$ cat src/rtl/one_hot_serializer_pkg.sv
// Shared types and sizing helpers for the one-hot serializer.
// Used by the interface and the core; no configuration macros here.
package one_hot_serializer_pkg;

  typedef enum logic {
    IDLE = 1'b0,
    BUSY = 1'b1
  } state_t;

  // Index bus is never narrower than one bit, even for WIDTH == 1.
  function automatic int unsigned index_width(input int unsigned width);
    return (width > 1) ? $clog2(width) : 1;
  endfunction

endpackage

$ cat src/rtl/one_hot_serializer_if.sv
// Vector-in / beat-out handshake bundle for one_hot_serializer.
// output_index exists only when ONE_HOT_SERIALIZER_INDEX_EN is defined.
interface one_hot_serializer_if
  import one_hot_serializer_pkg::*;
  #(parameter int unsigned WIDTH = 8);

  logic [WIDTH-1:0] input_data;
  logic             input_valid;
  logic             input_ready;
  logic [WIDTH-1:0] output_one_hot;
  logic             output_last;
  logic             output_valid;
  logic             output_ready;

`ifdef ONE_HOT_SERIALIZER_INDEX_EN
  localparam int unsigned INDEX_WIDTH = index_width(WIDTH);
  logic [INDEX_WIDTH-1:0] output_index;

  modport master (
    output input_data, input_valid, output_ready,
    input  input_ready, output_one_hot, output_index, output_last, output_valid
  );

  modport slave (
    input  input_data, input_valid, output_ready,
    output input_ready, output_one_hot, output_index, output_last, output_valid
  );
`else
  modport master (
    output input_data, input_valid, output_ready,
    input  input_ready, output_one_hot, output_last, output_valid
  );

  modport slave (
    input  input_data, input_valid, output_ready,
    output input_ready, output_one_hot, output_last, output_valid
  );
`endif

endinterface

$ cat src/rtl/one_hot_serializer_first_one.sv
// Isolates the lowest set bit of a vector (all-zero in, all-zero out).
module first_one #(
  parameter int unsigned WIDTH = 8
) (
  input  logic [WIDTH-1:0] vector,
  output logic [WIDTH-1:0] one_hot
);

  // Two's-complement trick: x & -x keeps only the least-significant one.
  assign one_hot = vector & (~vector + WIDTH'(1));

endmodule

$ cat src/rtl/one_hot_serializer.sv
// Serializes each set bit of an accepted vector into one-hot beats, LSB first.
// Define ONE_HOT_SERIALIZER_INDEX_EN to add the binary output_index port.
module one_hot_serializer
  import one_hot_serializer_pkg::*;
#(
  parameter int unsigned WIDTH = 8
) (
  input  logic                 clock,
  input  logic                 reset,
  one_hot_serializer_if.slave  bus,
  output logic                 busy
);

  state_t           state;
  logic [WIDTH-1:0] remaining;
  logic [WIDTH-1:0] low_bit;
  logic             single_left;
  logic             valid_q;
  logic             ready_q;
  logic             busy_q;

  first_one #(.WIDTH(WIDTH)) u_first_one (
    .vector  (remaining),
    .one_hot (low_bit)
  );

  // remaining is zero whenever the FSM is IDLE, so every beat output is
  // already zero there; the valid gating only makes that explicit.
  assign single_left = (remaining & ~low_bit) == '0;

  always_ff @(posedge clock or posedge reset) begin
    if (reset) begin
      state     <= IDLE;
      remaining <= '0;
      valid_q   <= 1'b0;
      ready_q   <= 1'b1;
      busy_q    <= 1'b0;
    end else begin
      case (state)
        IDLE: begin
          if (bus.input_valid && (bus.input_data != '0)) begin
            remaining <= bus.input_data;
            state     <= BUSY;
            valid_q   <= 1'b1;
            ready_q   <= 1'b0;
            busy_q    <= 1'b1;
          end
        end
        BUSY: begin
          if (bus.output_ready) begin
            remaining <= remaining & ~low_bit;
            if (single_left) begin
              state   <= IDLE;
              valid_q <= 1'b0;
              ready_q <= 1'b1;
              busy_q  <= 1'b0;
            end
          end
        end
        default: begin
          state     <= IDLE;
          remaining <= '0;
          valid_q   <= 1'b0;
          ready_q   <= 1'b1;
          busy_q    <= 1'b0;
        end
      endcase
    end
  end

  assign bus.input_ready    = ready_q;
  assign bus.output_valid   = valid_q;
  assign bus.output_one_hot = valid_q ? low_bit : '0;
  assign bus.output_last    = valid_q & single_left;
  assign busy               = busy_q;

`ifdef ONE_HOT_SERIALIZER_INDEX_EN
  localparam int unsigned INDEX_WIDTH = index_width(WIDTH);
  logic [INDEX_WIDTH-1:0] index;

  always_comb begin
    index = '0;
    for (int unsigned i = 0; i < WIDTH; i++) begin
      if (low_bit[i]) index = INDEX_WIDTH'(i);
    end
  end

  assign bus.output_index = valid_q ? index : '0;
`endif

  beat_is_one_hot : assert property (@(posedge clock) disable iff (reset)
    $onehot0(bus.output_one_hot));

  valid_has_beat : assert property (@(posedge clock) disable iff (reset)
    bus.output_valid |-> (bus.output_one_hot != '0));

endmodule

$ cat src/flat_wrapper.sv
// flat-port wrapper written by rule: the top's interface ports become plain ports
module one_hot_serializer_flat import one_hot_serializer_pkg::*;
#(
  parameter int unsigned WIDTH = 8
)
  (clock, reset, busy, bus_input_data, bus_input_valid, bus_output_ready, bus_input_ready, bus_output_one_hot, bus_output_last, bus_output_valid);
  one_hot_serializer_if #(.WIDTH(WIDTH)) bus_i ();
  input  logic clock;
  input  logic reset;
  output logic busy;
  input wire logic [$bits(bus_i.input_data)-1:0] bus_input_data;
  input wire logic [$bits(bus_i.input_valid)-1:0] bus_input_valid;
  input wire logic [$bits(bus_i.output_ready)-1:0] bus_output_ready;
  output wire logic [$bits(bus_i.input_ready)-1:0] bus_input_ready;
  output wire logic [$bits(bus_i.output_one_hot)-1:0] bus_output_one_hot;
  output wire logic [$bits(bus_i.output_last)-1:0] bus_output_last;
  output wire logic [$bits(bus_i.output_valid)-1:0] bus_output_valid;
  assign bus_i.input_data = bus_input_data;
  assign bus_i.input_valid = bus_input_valid;
  assign bus_i.output_ready = bus_output_ready;
  assign bus_input_ready = bus_i.input_ready;
  assign bus_output_one_hot = bus_i.output_one_hot;
  assign bus_output_last = bus_i.output_last;
  assign bus_output_valid = bus_i.output_valid;
  one_hot_serializer #(.WIDTH(WIDTH)) u_core (.clock(clock), .reset(reset), .bus(bus_i), .busy(busy));
endmodule
$ cat config.mk
export PLATFORM = sky130hd
export DESIGN_NAME = one_hot_serializer_flat
export DESIGN_NICKNAME = d
export VERILOG_FILES = /design/src/rtl/one_hot_serializer_pkg.sv /design/src/rtl/one_hot_serializer_if.sv /design/src/rtl/one_hot_serializer_first_one.sv /design/src/rtl/one_hot_serializer.sv /design/src/flat_wrapper.sv
export SDC_FILE = /design/constraint.sdc
export NUM_CORES = 1
export LEC_CHECK = 0
export ABC_AREA = 1
export ABC_CLOCK_PERIOD_IN_PS = 1200
export BUFFER_PORTS_ARGS = -buffer_cell sky130_fd_sc_hd__buf_2
export CELL_PAD_IN_SITES_DETAIL_PLACEMENT = 0
export CELL_PAD_IN_SITES_GLOBAL_PLACEMENT = 2
export CORE_ASPECT_RATIO = 1.5
export CORE_MARGIN = 2
export CORE_UTILIZATION = 22
export DETAILED_ROUTE_END_ITERATION = 12
export GPL_TIMING_DRIVEN = 1
export HOLD_SLACK_MARGIN = 0.05
export PLACE_DENSITY_LB_ADDON = 0.1
export SLEW_MARGIN = 20
export SYNTH_ARGS = -nofsm -noshare
export SYNTH_HDL_FRONTEND = slang
export SYNTH_SLANG_ARGS = --single-unit
$ cat constraint.sdc
create_clock -name clock -period 1.2 [get_ports clock]
set_input_delay 0.06 -clock clock [delete_from_list [all_inputs] [get_ports clock]]
set_output_delay 0.06 -clock clock [all_outputs]
set_load 0.05 [all_outputs]
==> impl_metrics.tcl <==
set metrics [dict create \
    status "finished with violations" \
    violations "setup timing" \
    cts-buffers-inserted 3 \
    synth_cell_types 18 \
    worst-setup-path-type "register to output port" \
    rsz0062_at_grt "true" \
    portBuffers 23 \
    drv_slew 0 \
    place_area_mm2 0.001122 \
    syn2layout_area_growth_pct 98.63 \
    netlist_instances 112 \
    final_nets 181 \
    ys_ff_latch 11 \
    drive_gt1_share_pct 57.74 \
    antenna_found_initial 0 \
    initial_core_util_pct 23.05 \
    final_antenna_net_count 0 \
    synth-seq-area-share_pct 37.97 \
    ios 24 \
    start_kind "register" \
    grt_usage_pct 16.59 \
    final_util_pct 45.78 \
    cts.sinks 11 \
    holdPathEnd "u_core.remaining[0]$_DFFE_PP0P_" \
    setup_tns_ps -3529 \
    design.die.area_mm2 0.003796 \
    clockBufferDepth 2 \
    ys.warnings.count 0 \
    synth_edf_count 0 \
    max-vdd-ir-drop_uv 2364 \
    place.gp.congestion 0.7762 \
    antenna_cells 0 \
    r2r-start "u_core.remaining[0]$_DFFE_PP0P_" \
    synth.cell_area_um2 728.2 \
    finalPower_mw 4.749 \
    drv_cap 0 \
    worst_slew_pin_slew_ps 478.3 \
    dp_cells 192 \
    pre_cts_ws_ps -367.4 \
    vias_per_cell 4.337 \
    r2r_cells 9 \
    skew_ps 12.21 \
    grt.overflow.total 0 \
    grt_max_degree 15 \
    via_count 902 \
    cp_max_fo 6 \
    core_mm2 0.003159 \
    post-route-min-period_ps 1733 \
    whs_ps 69.09 \
    htreeDepth 1 \
    synth.avg_cell_area_um2 6.502 \
    die_height_um 74.47 \
    r2r_end "u_core.bus.output_valid$_DFFE_PP0P_" \
    drc 0 \
    hold_violations 0 \
    worstHoldStart "bus_input_data[0]" \
    synth_area_leader_cell "dfrtp_1" \
    dr.pass1.iters 4 \
    post-route-period-util_pct 144.4 \
    p_leak_nw 0.7314 \
    root_buffer "clkbuf_8" \
    cts_tree "done" \
    num_rows 25 \
    drt_iter0_drc 10 \
    mappedNetlistNets 124 \
    path_clk_slew_ps 60 \
    stdcell_count 208 \
    crit_path_end_kind "output port" \
    async_reset_ff_share_pct 100.0 \
    clock.fmax_mhz 577.0 \
    required_ps 1140 \
    routedWlPerCell_um 13.22 \
    synth_flop_cell "dfrtp_1" \
    reg2reg_slack_ps -330 \
    clkLatencyLatePin_ps 250 \
    post-dp-hpwl_mm 2.030 \
    synth_common_cells "nand2_1 (36), inv_1 (17), nor2_1 (14)" \
    cp.arrival_ps 1670 \
    grt_pass1_wl_mm 4.595 \
    grt_pass1_vias 992 \
    stdcell_area_mm2 0.001446 \
    synth.most_common_cell "nand2_1" \
    dieWidth_um 50.98 \
    wirelength_mm 2.749 \
    hold_path.class "input port to register" \
    setup_violations 14 \
    yosysTopAreaCellShare_pct 34.36 \
    timing.hold.worst_path_depth 3 \
    relSlewSlack_pct 68.08 \
    synth_area_leaders "dfrtp_1 (34%), nand2_1 (19%), inv_1 (8.8%), nor2_1 (7.2%), o21ai_0 (5.5%)" \
    fin_ws_ps -533.2 \
    power_density_mw_per_mm2 3283 \
]
## worst max path at each step
stage,slack (ps),endpoint,startpoint,depth (start not counted)
floorplan,-270,bus_output_one_hot[2],u_core.bus.output_valid$_DFFE_PP0P_,2
global placement,-360,bus_output_last,u_core.remaining[0]$_DFFE_PP0P_,8
detailed placement,-370,bus_output_last,u_core.remaining[0]$_DFFE_PP0P_,8
CTS,-510,bus_output_last,u_core.remaining[1]$_DFFE_PP0P_,8
global route,-580,bus_output_last,u_core.remaining[0]$_DFFE_PP0P_,8
finish,-530,bus_output_last,u_core.remaining[0]$_DFFE_PP0P_,8
## critical path, cell delays in order (launching register included)
cell	delay, ps
dfrtp_2	430
nor2_4	220
nor2_2	80
nor2_2	150
nand3_2	100
nor2_4	130
nand2_2	80
nor2_4	90
buf_8	150
## timing repair
| item | CTS | global route |
|---|---|---|
| setup buffers | 11 | 8 |
| hold buffers | 1 | 0 |
| resized for setup | 29 | 32 |
| hold endpoints to repair | 10 | 0 |
| setup endpoints to repair | 13 | 19 |
| pin swaps | 9 | 10 |
## report_power, final
group          internal [mW]  switching, mW
registers              0.549          0.158
clock network          0.234          0.158
logic                   1.58           2.07
total                   2.36           2.39
## flip-flops by register name, indices dropped and copies added (netlist names)
name	count
u_core.bus.input_ready	1
u_core.bus.output_valid	1
u_core.remaining	8
u_core.state	1
## placed cells by master, fill, tap and decap left out
master         Yosys  final
buf_12             0      1
buf_2              0     14
buf_4              1     22
buf_6              1     15
buf_8              0      2
clkbuf_1           1      1
clkbuf_8           0      3
clkinvlp_4         0      1
dfrtp_1           10      8
dfrtp_2            0      2
dfstp_2            1      1
dlygate4sd3_1      0      1
inv_1             17     13
inv_2              0      3
nand2_1           36     28
nand2_2            1      8
nand2_4            0      1
nand3_1            5      1
nand3_2            2      4
nand3_4            0      2
nand4_1            1      1
nor2_1            14      6
nor2_2             2      6
nor2_4             1      5
nor3_4             0      5
nor4_4             0      1
o21ai_0            8      2
o21ai_1            5     10
o21ai_2            0      1
## layer usage
layer	global-route usage, %	vias up	wire length (um)	part of all wire [%]
met3	2.811	8	104	3.8
met4	7.207	0	87	3.2
met1	17.19	412	1001	36
met2	32.03	22	1555	57
met5	0	-	0	0
li1	-	460	-	-
## logic make-up after synthesis
| family | Yosys count | synth area share, % |
|---|---|---|
| and+or+nand+nor | 68 | 41.24 |
| DFF | 11 | 37.97 |
| AOI/OAI and AO/OA | 13 | 8.934 |
| buffers and inverters | 20 | 11.86 |
## layout make-up
class                      instances  area (um2)
multi-input combinational         81       540.5
tap                               40       50.05
clock buffer                       4       45.04
inverter                          17       67.56
fill                             346        1713
timing repair buffer              55       464.2
sequential                        11       279.0
Note: power is estimated with default switching activity, not from simulation.
